## src/rtl/led_panel_pkg.sv

```systemverilog
// -----------------------------------------------------------------------------
// led_panel_pkg
//
// Shared definitions for the LED panel sink: default geometry, the colour
// triple type, the capture FSM state encoding and a small edge helper.
// Imported by led_panel_sink and led_panel_sink_fb.
// -----------------------------------------------------------------------------
package led_panel_pkg;

    // Default panel geometry: columns per latch and row addresses per scan.
    localparam int DEF_NCOLS = 32;
    localparam int DEF_NROWS = 4;

    // One panel pixel, ordered {r, g, b}.
    typedef logic [2:0] rgb_t;

    // Capture FSM: waiting for data, shifting a row in, writing it to the frame.
    typedef enum logic [1:0] {
        ST_IDLE   = 2'd0,
        ST_SHIFT  = 2'd1,
        ST_COMMIT = 2'd2
    } sink_state_t;

    // Rising edge of a level signal given its one-cycle-old copy.
    function automatic logic rise(input logic prev, input logic cur);
        return cur & ~prev;
    endfunction

endpackage

```

## src/rtl/led_panel_sink_fb.sv

```systemverilog
// -----------------------------------------------------------------------------
// led_panel_sink_fb
//
// Frame store for the LED panel sink. One whole row (NCOLS pixels) is written
// per commit; a single pixel is read back with one cycle of latency. A read
// and a write to the same row in the same cycle return the old contents.
//
// Ports
//   clk      in   clock, all logic on posedge
//   reset    in   synchronous active-high reset, clears the whole frame
//   wr_en    in   write the full row wr_data into row wr_row
//   wr_row   in   row index for the write
//   wr_data  in   NCOLS pixels, element k is column k
//   rd_row   in   row index for the read
//   rd_col   in   column index for the read
//   rd_rgb   out  registered pixel {r,g,b} at rd_row/rd_col
// -----------------------------------------------------------------------------
module led_panel_sink_fb
    import led_panel_pkg::*;
#(
    parameter int NCOLS = DEF_NCOLS,
    parameter int NROWS = DEF_NROWS
) (
    input  logic                     clk,
    input  logic                     reset,
    input  logic                     wr_en,
    input  logic [$clog2(NROWS)-1:0] wr_row,
    input  logic [NCOLS-1:0][2:0]    wr_data,
    input  logic [$clog2(NROWS)-1:0] rd_row,
    input  logic [$clog2(NCOLS)-1:0] rd_col,
    output rgb_t                     rd_rgb
);

    logic [NCOLS-1:0][2:0] mem [NROWS];

    always_ff @(posedge clk) begin
        if (reset) begin
            // NOTE: the frame must read back as all-zero after reset, so the
            // store is built from resettable flops rather than a RAM macro
            // (RAM arrays cannot be cleared in one cycle).
            for (int r = 0; r < NROWS; r++) begin
                mem[r] <= '0;
            end
            rd_rgb <= '0;
        end else begin
            if (wr_en) begin
                mem[wr_row] <= wr_data;
            end
            // Reads sample the array before this edge's write lands, which
            // gives pre-commit data on a same-cycle collision.
            rd_rgb <= mem[rd_row][rd_col];
        end
    end

endmodule

```

## src/rtl/led_panel_sink.sv

```systemverilog
// -----------------------------------------------------------------------------
// led_panel_sink
//
// Behavioural sink for a HUB-style LED panel bus. Colour bits are clocked into
// an NCOLS-long shift register on each rising edge of sclk_in, the register is
// committed into a frame store row on a rising edge of latch_in, and the row
// address follows aclk_in / arst_in. The frame is read back one pixel at a
// time through rd_row/rd_col/rd_rgb.
//
// All panel inputs are already synchronous to clk. Each one is registered once
// and an edge is "previous copy 0, current input 1". The shifted colour is the
// registered copy, i.e. the colour present the cycle before the sclk edge.
//
// Optional feature: define LED_PANEL_SINK_ERR_EN to build the shift counter and
// the sticky err_overrun / err_underrun flags. Without it both flags are 0.
//
// Ports
//   clk           in   clock, all logic on posedge
//   reset         in   synchronous active-high reset
//   red_in        in   panel red data
//   green_in      in   panel green data
//   blue_in       in   panel blue data
//   sclk_in       in   panel shift clock
//   latch_in      in   latch strobe, active-high
//   blank_in      in   output blank, active-high (only used by error checks)
//   aclk_in       in   row-address advance
//   arst_in       in   row-address reset, active-high, wins over aclk_in
//   rd_row        in   frame read row
//   rd_col        in   frame read column
//   rd_rgb        out  {r,g,b} at rd_row/rd_col, one cycle latency
//   row_valid     out  one-cycle pulse the cycle after a row is committed
//   frame_done    out  one-cycle pulse when the row address wraps to 0
//   err_overrun   out  sticky: a commit saw more than NCOLS shifts
//   err_underrun  out  sticky: a commit saw fewer than NCOLS shifts, or data
//                      was shifted while the panel was not blanked
// -----------------------------------------------------------------------------
module led_panel_sink
    import led_panel_pkg::*;
#(
    parameter int NCOLS = DEF_NCOLS,
    parameter int NROWS = DEF_NROWS
) (
    input  logic                     clk,
    input  logic                     reset,
    input  logic                     red_in,
    input  logic                     green_in,
    input  logic                     blue_in,
    input  logic                     sclk_in,
    input  logic                     latch_in,
    input  logic                     blank_in,
    input  logic                     aclk_in,
    input  logic                     arst_in,
    input  logic [$clog2(NROWS)-1:0] rd_row,
    input  logic [$clog2(NCOLS)-1:0] rd_col,
    output logic [2:0]               rd_rgb,
    output logic                     row_valid,
    output logic                     frame_done,
    output logic                     err_overrun,
    output logic                     err_underrun
);

    localparam int RW = $clog2(NROWS);

    // ------------------------------------------------------------------
    // Input copies and edge detection
    // ------------------------------------------------------------------
    logic        sclk_prev;
    logic        latch_prev;
    logic        aclk_prev;
    rgb_t        rgb_prev;
    logic        sclk_rise;
    logic        latch_rise;
    logic        aclk_rise;

    always_ff @(posedge clk) begin
        // NOTE: every register in this design is assigned with <= so all
        // flops sample the same pre-edge values; a blocking = here would let
        // later statements see the new value and skew the edge detectors.
        if (reset) begin
            sclk_prev  <= 1'b0;
            latch_prev <= 1'b0;
            aclk_prev  <= 1'b0;
            rgb_prev   <= '0;
        end else begin
            sclk_prev  <= sclk_in;
            latch_prev <= latch_in;
            aclk_prev  <= aclk_in;
            rgb_prev   <= {red_in, green_in, blue_in};
        end
    end

    assign sclk_rise  = rise(sclk_prev,  sclk_in);
    assign latch_rise = rise(latch_prev, latch_in);
    assign aclk_rise  = rise(aclk_prev,  aclk_in);

    // ------------------------------------------------------------------
    // Column shift register: element 0 is the newest column.
    // ------------------------------------------------------------------
    logic [NCOLS-1:0][2:0] shift_q;

    always_ff @(posedge clk) begin
        if (reset) begin
            shift_q <= '0;
        end else if (sclk_rise) begin
            shift_q <= {shift_q[NCOLS-2:0], rgb_prev};
        end
    end

    // ------------------------------------------------------------------
    // Capture FSM. The commit happens in the cycle after the latch edge,
    // so a shift coinciding with the latch edge is already in shift_q by
    // the time the row is written.
    // ------------------------------------------------------------------
    sink_state_t state_q;
    logic        commit_en;

    always_ff @(posedge clk) begin
        if (reset) begin
            state_q   <= ST_IDLE;
            row_valid <= 1'b0;
        end else begin
            row_valid <= 1'b0;
            unique case (state_q)
                ST_IDLE: begin
                    if (latch_rise) begin
                        state_q <= ST_COMMIT;
                    end else if (sclk_rise) begin
                        state_q <= ST_SHIFT;
                    end
                end
                ST_SHIFT: begin
                    if (latch_rise) begin
                        state_q <= ST_COMMIT;
                    end
                end
                ST_COMMIT: begin
                    state_q   <= ST_IDLE;
                    row_valid <= 1'b1;
                end
                default: state_q <= ST_IDLE;
            endcase
        end
    end

    assign commit_en = (state_q == ST_COMMIT);

    // ------------------------------------------------------------------
    // Row address and frame wrap pulse. arst_in is level-sensitive and
    // overrides an aclk edge in the same cycle.
    // ------------------------------------------------------------------
    logic [RW-1:0] row_q;

    always_ff @(posedge clk) begin
        if (reset) begin
            row_q      <= '0;
            frame_done <= 1'b0;
        end else begin
            frame_done <= 1'b0;
            if (arst_in) begin
                row_q      <= '0;
                frame_done <= (row_q != '0);
            end else if (aclk_rise) begin
                // NROWS is a power of two, so the natural wrap is modulo NROWS.
                row_q      <= row_q + 1'b1;
                frame_done <= (row_q == RW'(NROWS - 1));
            end
        end
    end

    // ------------------------------------------------------------------
    // Frame store
    // ------------------------------------------------------------------
    led_panel_sink_fb #(
        .NCOLS (NCOLS),
        .NROWS (NROWS)
    ) u_fb (
        .clk     (clk),
        .reset   (reset),
        .wr_en   (commit_en),
        .wr_row  (row_q),
        .wr_data (shift_q),
        .rd_row  (rd_row),
        .rd_col  (rd_col),
        .rd_rgb  (rd_rgb)
    );

    // ------------------------------------------------------------------
    // Optional protocol error checking
    // ------------------------------------------------------------------
`ifdef LED_PANEL_SINK_ERR_EN
    localparam int              CNTW     = $clog2(NCOLS + 2);
    localparam logic [CNTW-1:0] CNT_SAT  = CNTW'(NCOLS + 1);
    localparam logic [CNTW-1:0] CNT_FULL = CNTW'(NCOLS);

    // Shifts since the last commit; saturating at NCOLS+1 is enough to tell
    // "too many" from "exactly right".
    logic [CNTW-1:0] shift_cnt;

    always_ff @(posedge clk) begin
        if (reset) begin
            shift_cnt    <= '0;
            err_overrun  <= 1'b0;
            err_underrun <= 1'b0;
        end else begin
            // A shift landing in the commit cycle belongs to the next row.
            if (commit_en) begin
                shift_cnt <= CNTW'(sclk_rise);
            end else if (sclk_rise && (shift_cnt != CNT_SAT)) begin
                shift_cnt <= shift_cnt + 1'b1;
            end

            if (commit_en && (shift_cnt > CNT_FULL)) begin
                err_overrun <= 1'b1;
            end
            // Shifting into an unblanked panel shows partial data.
            if ((commit_en && (shift_cnt < CNT_FULL)) || (sclk_rise && !blank_in)) begin
                err_underrun <= 1'b1;
            end
        end
    end
`else
    // blank_in has no effect when error checking is not built.
    logic unused_blank;
    assign unused_blank = blank_in;

    assign err_overrun  = 1'b0;
    assign err_underrun = 1'b0;
`endif

endmodule

```

## config.mk

```make
export PLATFORM = sky130hd
export DESIGN_NAME = led_panel_sink
export DESIGN_NICKNAME = d
export VERILOG_FILES = /design/src/rtl/led_panel_pkg.sv /design/src/rtl/led_panel_sink_fb.sv /design/src/rtl/led_panel_sink.sv
export SDC_FILE = /design/constraint.sdc
export NUM_CORES = 1
export LEC_CHECK = 0
export CAP_MARGIN = 25
export CORE_UTILIZATION = 45
export CTS_CLUSTER_SIZE = 25
export DETAILED_ROUTE_END_ITERATION = 10
export PLACE_DENSITY_LB_ADDON = 0.08
export SYNTH_ARGS = -nofsm -noshare
export SYNTH_HDL_FRONTEND = slang
export SYNTH_SLANG_ARGS = --single-unit
```

## constraint.sdc

```tcl
create_clock -name clk -period 7.7 [get_ports clk]
set_input_delay 1.54 -clock clk [delete_from_list [all_inputs] [get_ports clk]]
set_output_delay 1.54 -clock clk [all_outputs]
set_load 0.05 [all_outputs]
```

==> results.json <==
{
  "power.share.combinational_pct": 5.6,
  "dieWidth_um": 220,
  "intPower_mw": 4.59,
  "cellPowerDensity_nw_per_um2": 248,
  "finalNetCount": 1653,
  "antenna_left": 0,
  "maxClockFrequency_ghz": 0.228,
  "floorplan.die.height_um": 220,
  "worstSetupEndpointType": "flip-flop",
  "critPathTopFamily": "buffers and inverters",
  "synth_top_cells_by_area": "sky130_fd_sc_hd__edfxtp_1, sky130_fd_sc_hd__and2_1, sky130_fd_sc_hd__dfxtp_1",
  "synth_top_cells_by_count": "sky130_fd_sc_hd__and2_1, sky130_fd_sc_hd__edfxtp_1, sky130_fd_sc_hd__nand2_1",
  "cp_data_required_time_ps": 7910,
  "grt_pass1_vias": 12400,
  "worstPathBufferInverterCount": 3,
  "route.vias.total": 12400,
  "worst_path_max_delay_cell": "sky130_fd_sc_hd__buf_4",
  "static-leakage-power_nw": 8.62,
  "setup.worst_path.class": "input port to flip-flop",
  "vdd_ir_drop_max_mv": 0.140,
  "synth-seq-area-share_pct": 64.4,
  "dpl-instance-area_um2": 21900,
  "cts.htree.levels": 2,
  "clock_power_share_pct": 43.7,
  "period_minus_slack_ps": 4390,
  "critPathMostFrequentCell": "sky130_fd_sc_hd__buf_4",
  "run_status": "finished, violations left",
  "cts.root.buffer_cell": "sky130_fd_sc_hd__clkbuf_16",
  "ios": 24,
  "grt_setup_unrepaired": "false",
  "grt_antenna_before_repair": 1,
  "worst_hold_path_type": "flip-flop to flip-flop",
  "p_sw_share_pct": 21.7,
  "placement.io_buffers": 20,
  "grt_first_pass_wirelength_mm": 76.8,
  "clock_latency_ps": 590,
  "cts_hold_repair.buffers": 0,
  "critical_path_peak_fanout": 75,
  "synth_edf_count": 384,
  "worstPathArrival_ps": 4610,
  "globalplace.congestion": 0.715,
  "final_layout_size_suffix_gt1_share_pct": 8.71,
  "synth-async-reset-ratio_pct": 0,
  "yosys.cell_count.top_type": "sky130_fd_sc_hd__and2_1",
  "wl_per_cell_um": 22.2,
  "rows": 79,
  "final_min_period_over_clock_period_pct": 57.1,
  "setup_viol": 0,
  "tritoncts_clock_tree": "yes",
  "relSlewSlack_pct": 31.4,
  "grt_max_degree": 76,
  "globalRouteOverflowTotal": 0,
  "report.final.slew_viol_count": 0,
  "netlist-cell-type-count": 46,
  "synth_cells": 1654,
  "tritoncts_num_sinks": 495,
  "antenna_cells": 0,
  "num_cts_buffers": 53,
  "design.die.area_um2": 48300,
  "slowest_stage_delay_on_critical_path_ps": 880,
  "count_of_routing_violations_after_the_opening_detailed_route_iteration": 935,
  "ys_seq_elements": 495,
  "clock_transition_time_at_the_flip_flop_clock_pins_of_the_worst_setup_and_hold_paths_ps": 60,
  "final.fill_count": 4116,
  "detail_route.first_pass.iterations": 8,
  "postCtsSetupBuffers": 0,
  "use_met2_pct": 35.3,
  "share_seq_of_total_power_pct": 50.7,
  "detailed_place_hpwl_mm": 25.5,
  "gr-usage-met1_pct": 30.2,
  "tns_ps": 0,
  "cts_resized": 0,
  "net_sw_power_mw": 1.28,
  "groute.layer.met3.usage_pct": 2.87,
  "post_drt_via_cell_ratio": 5.41,
  "dominantRegCellSynth": "sky130_fd_sc_hd__edfxtp_1",
  "failed_checks": "DRC",
  "layout.cell_area.non_filler_um2": 23700,
  "clock_tree.buffer_depth": 3,
  "initial_core_util_pct": 45.7,
  "finClkSkew_ps": 11.6,
  "maxCapViolations": 0,
  "tightest_slew_ps": 1030,
  "mean_area_per_synthesized_cell_um2": 12.9,
  "drcViolationCount": 6,
  "core_footprint_um2": 46700,
  "yosys_warnings": 0,
  "synthesis.area_um2": 21300,
  "synth_top_area_cell": "sky130_fd_sc_hd__edfxtp_1",
  "timing.critical_path.from_type": "input port",
  "finalHoldViolCount": 0,
  "syn_to_final_growth_pct": 10.9,
  "top_usage_layer_grt": "met2",
  "postRouteWirelength_mm": 50.7,
  "groute.usage.overall_pct": 21.6,
  "cp_cell_sequence": "buf_4 > buf_4 > or2_4 > buf_4",
  "yosysTopAreaCellShare_pct": 54.0
}
cell type report:
type	instances	area [um2]	area share (%)
inverters	7	26.3	0.111
flip-flops and latches	495	13800	58.1
clock buffers	85	1560	6.58
clock inverters	12	186	0.788
repair buffers	44	378	1.60
well taps	607	759	3.21
multi-input cells	1033	7010	29.6
through the flow:
step	util, %	setup slack (ps)	hold slack [ps]	total power, mW	cells
finish	50.7	3310	422	5.87	2283
global route	50.7	3140	444	6.04	2283
CTS	50.7	3260	426	5.93	2283
detailed placement	47.0	2620	418	3.37	2186
global placement	47.0	2680	411	3.37	2186
floorplan	-	3000	397	3.25	1655
cell usage in the layout, fill, tap and decap left out, types with 4 or more instances in the layout:
| master | Yosys | routed |
|---|---|---|
| sky130_fd_sc_hd__edfxtp_1 | 384 | 384 |
| sky130_fd_sc_hd__o21ai_0 | 4 | 4 |
| sky130_fd_sc_hd__clkinv_2 | 0 | 4 |
| sky130_fd_sc_hd__clkdlybuf4s50_1 | 0 | 17 |
| sky130_fd_sc_hd__nand4_1 | 8 | 8 |
| sky130_fd_sc_hd__a22oi_1 | 45 | 45 |
| sky130_fd_sc_hd__a21oi_1 | 99 | 99 |
| sky130_fd_sc_hd__a22o_1 | 6 | 6 |
| sky130_fd_sc_hd__o21ai_1 | 4 | 4 |
| sky130_fd_sc_hd__nor3_1 | 7 | 4 |
| sky130_fd_sc_hd__mux4_2 | 26 | 26 |
| sky130_fd_sc_hd__dfxtp_1 | 111 | 111 |
| sky130_fd_sc_hd__a2111oi_0 | 7 | 7 |
| sky130_fd_sc_hd__nor2b_1 | 16 | 13 |
| sky130_fd_sc_hd__clkbuf_1 | 79 | 21 |
| sky130_fd_sc_hd__mux2i_1 | 130 | 130 |
| sky130_fd_sc_hd__a32oi_1 | 4 | 4 |
| sky130_fd_sc_hd__bufinv_16 | 0 | 5 |
| sky130_fd_sc_hd__inv_1 | 7 | 6 |
| sky130_fd_sc_hd__o22ai_1 | 14 | 14 |
| sky130_fd_sc_hd__buf_4 | 6 | 25 |
| sky130_fd_sc_hd__clkbuf_8 | 0 | 11 |
| sky130_fd_sc_hd__nand3_1 | 17 | 17 |
| sky130_fd_sc_hd__nand2_1 | 205 | 205 |
| sky130_fd_sc_hd__nor2_1 | 12 | 11 |
| sky130_fd_sc_hd__and2_1 | 385 | 385 |
| sky130_fd_sc_hd__mux4_1 | 5 | 5 |
| sky130_fd_sc_hd__clkbuf_16 | 0 | 53 |
| sky130_fd_sc_hd__mux2_2 | 5 | 5 |
worst paths after layout:
| kind | startpoint | endpoint | slack, ps | cells after the start |
|---|---|---|---|---|
| worst max-delay path | reset | u_fb.mem[2][66] | 3310 | 4 |
| worst min-delay path | latch_prev | state_q[1] | 420 | 1 |
| worst max register to register | state_q[1] | u_fb.mem[2][66] | 4490 | 5 |
| worst min register to register | latch_prev | state_q[1] | 420 | 1 |
state kept, by name, summed over array words and instances, names as in the netlist:
register     flops
aclk_prev        1
frame_done       1
u_fb.rd_rgb      3
shift_q         96
sclk_prev        1
u_fb.mem       384
latch_prev       1
row_q            2
rgb_prev         3
row_valid        1
state_q          2
kinds of logic after synthesis:
kind of cell	after synthesis	synth area share (%)
simple gates	662	16.7
other cells	1	0.0176
mux	166	9.72
xor+xnor	1	0.0410
compound gates	200	5.90
fa+ha+maj	2	0.117
flops	495	64.4
buf+inv	127	3.03
power by group through the flow:
| stage | sequential (mW) | combinational [mW] | clock, mW |
|---|---|---|---|
| 2_1_floorplan | 3.04 | 0.214 | 0 |
| 4_1_cts | 2.98 | 0.337 | 2.62 |
| 3_5_place_dp | 3.03 | 0.336 | 0 |
| 6_report | 2.98 | 0.330 | 2.56 |
| 5_1_grt | 2.98 | 0.354 | 2.71 |
| 3_3_place_gp | 3.03 | 0.335 | 0 |
per-layer routing:
metal / up-vias / share of wire, %
met5: - / 0.022
met4: 2 / 1.7
met3: 55 / 3.9
met2: 223 / 47
met1: 6228 / 47
li1: 5853 / -
Power figures use the tool's default switching activity.
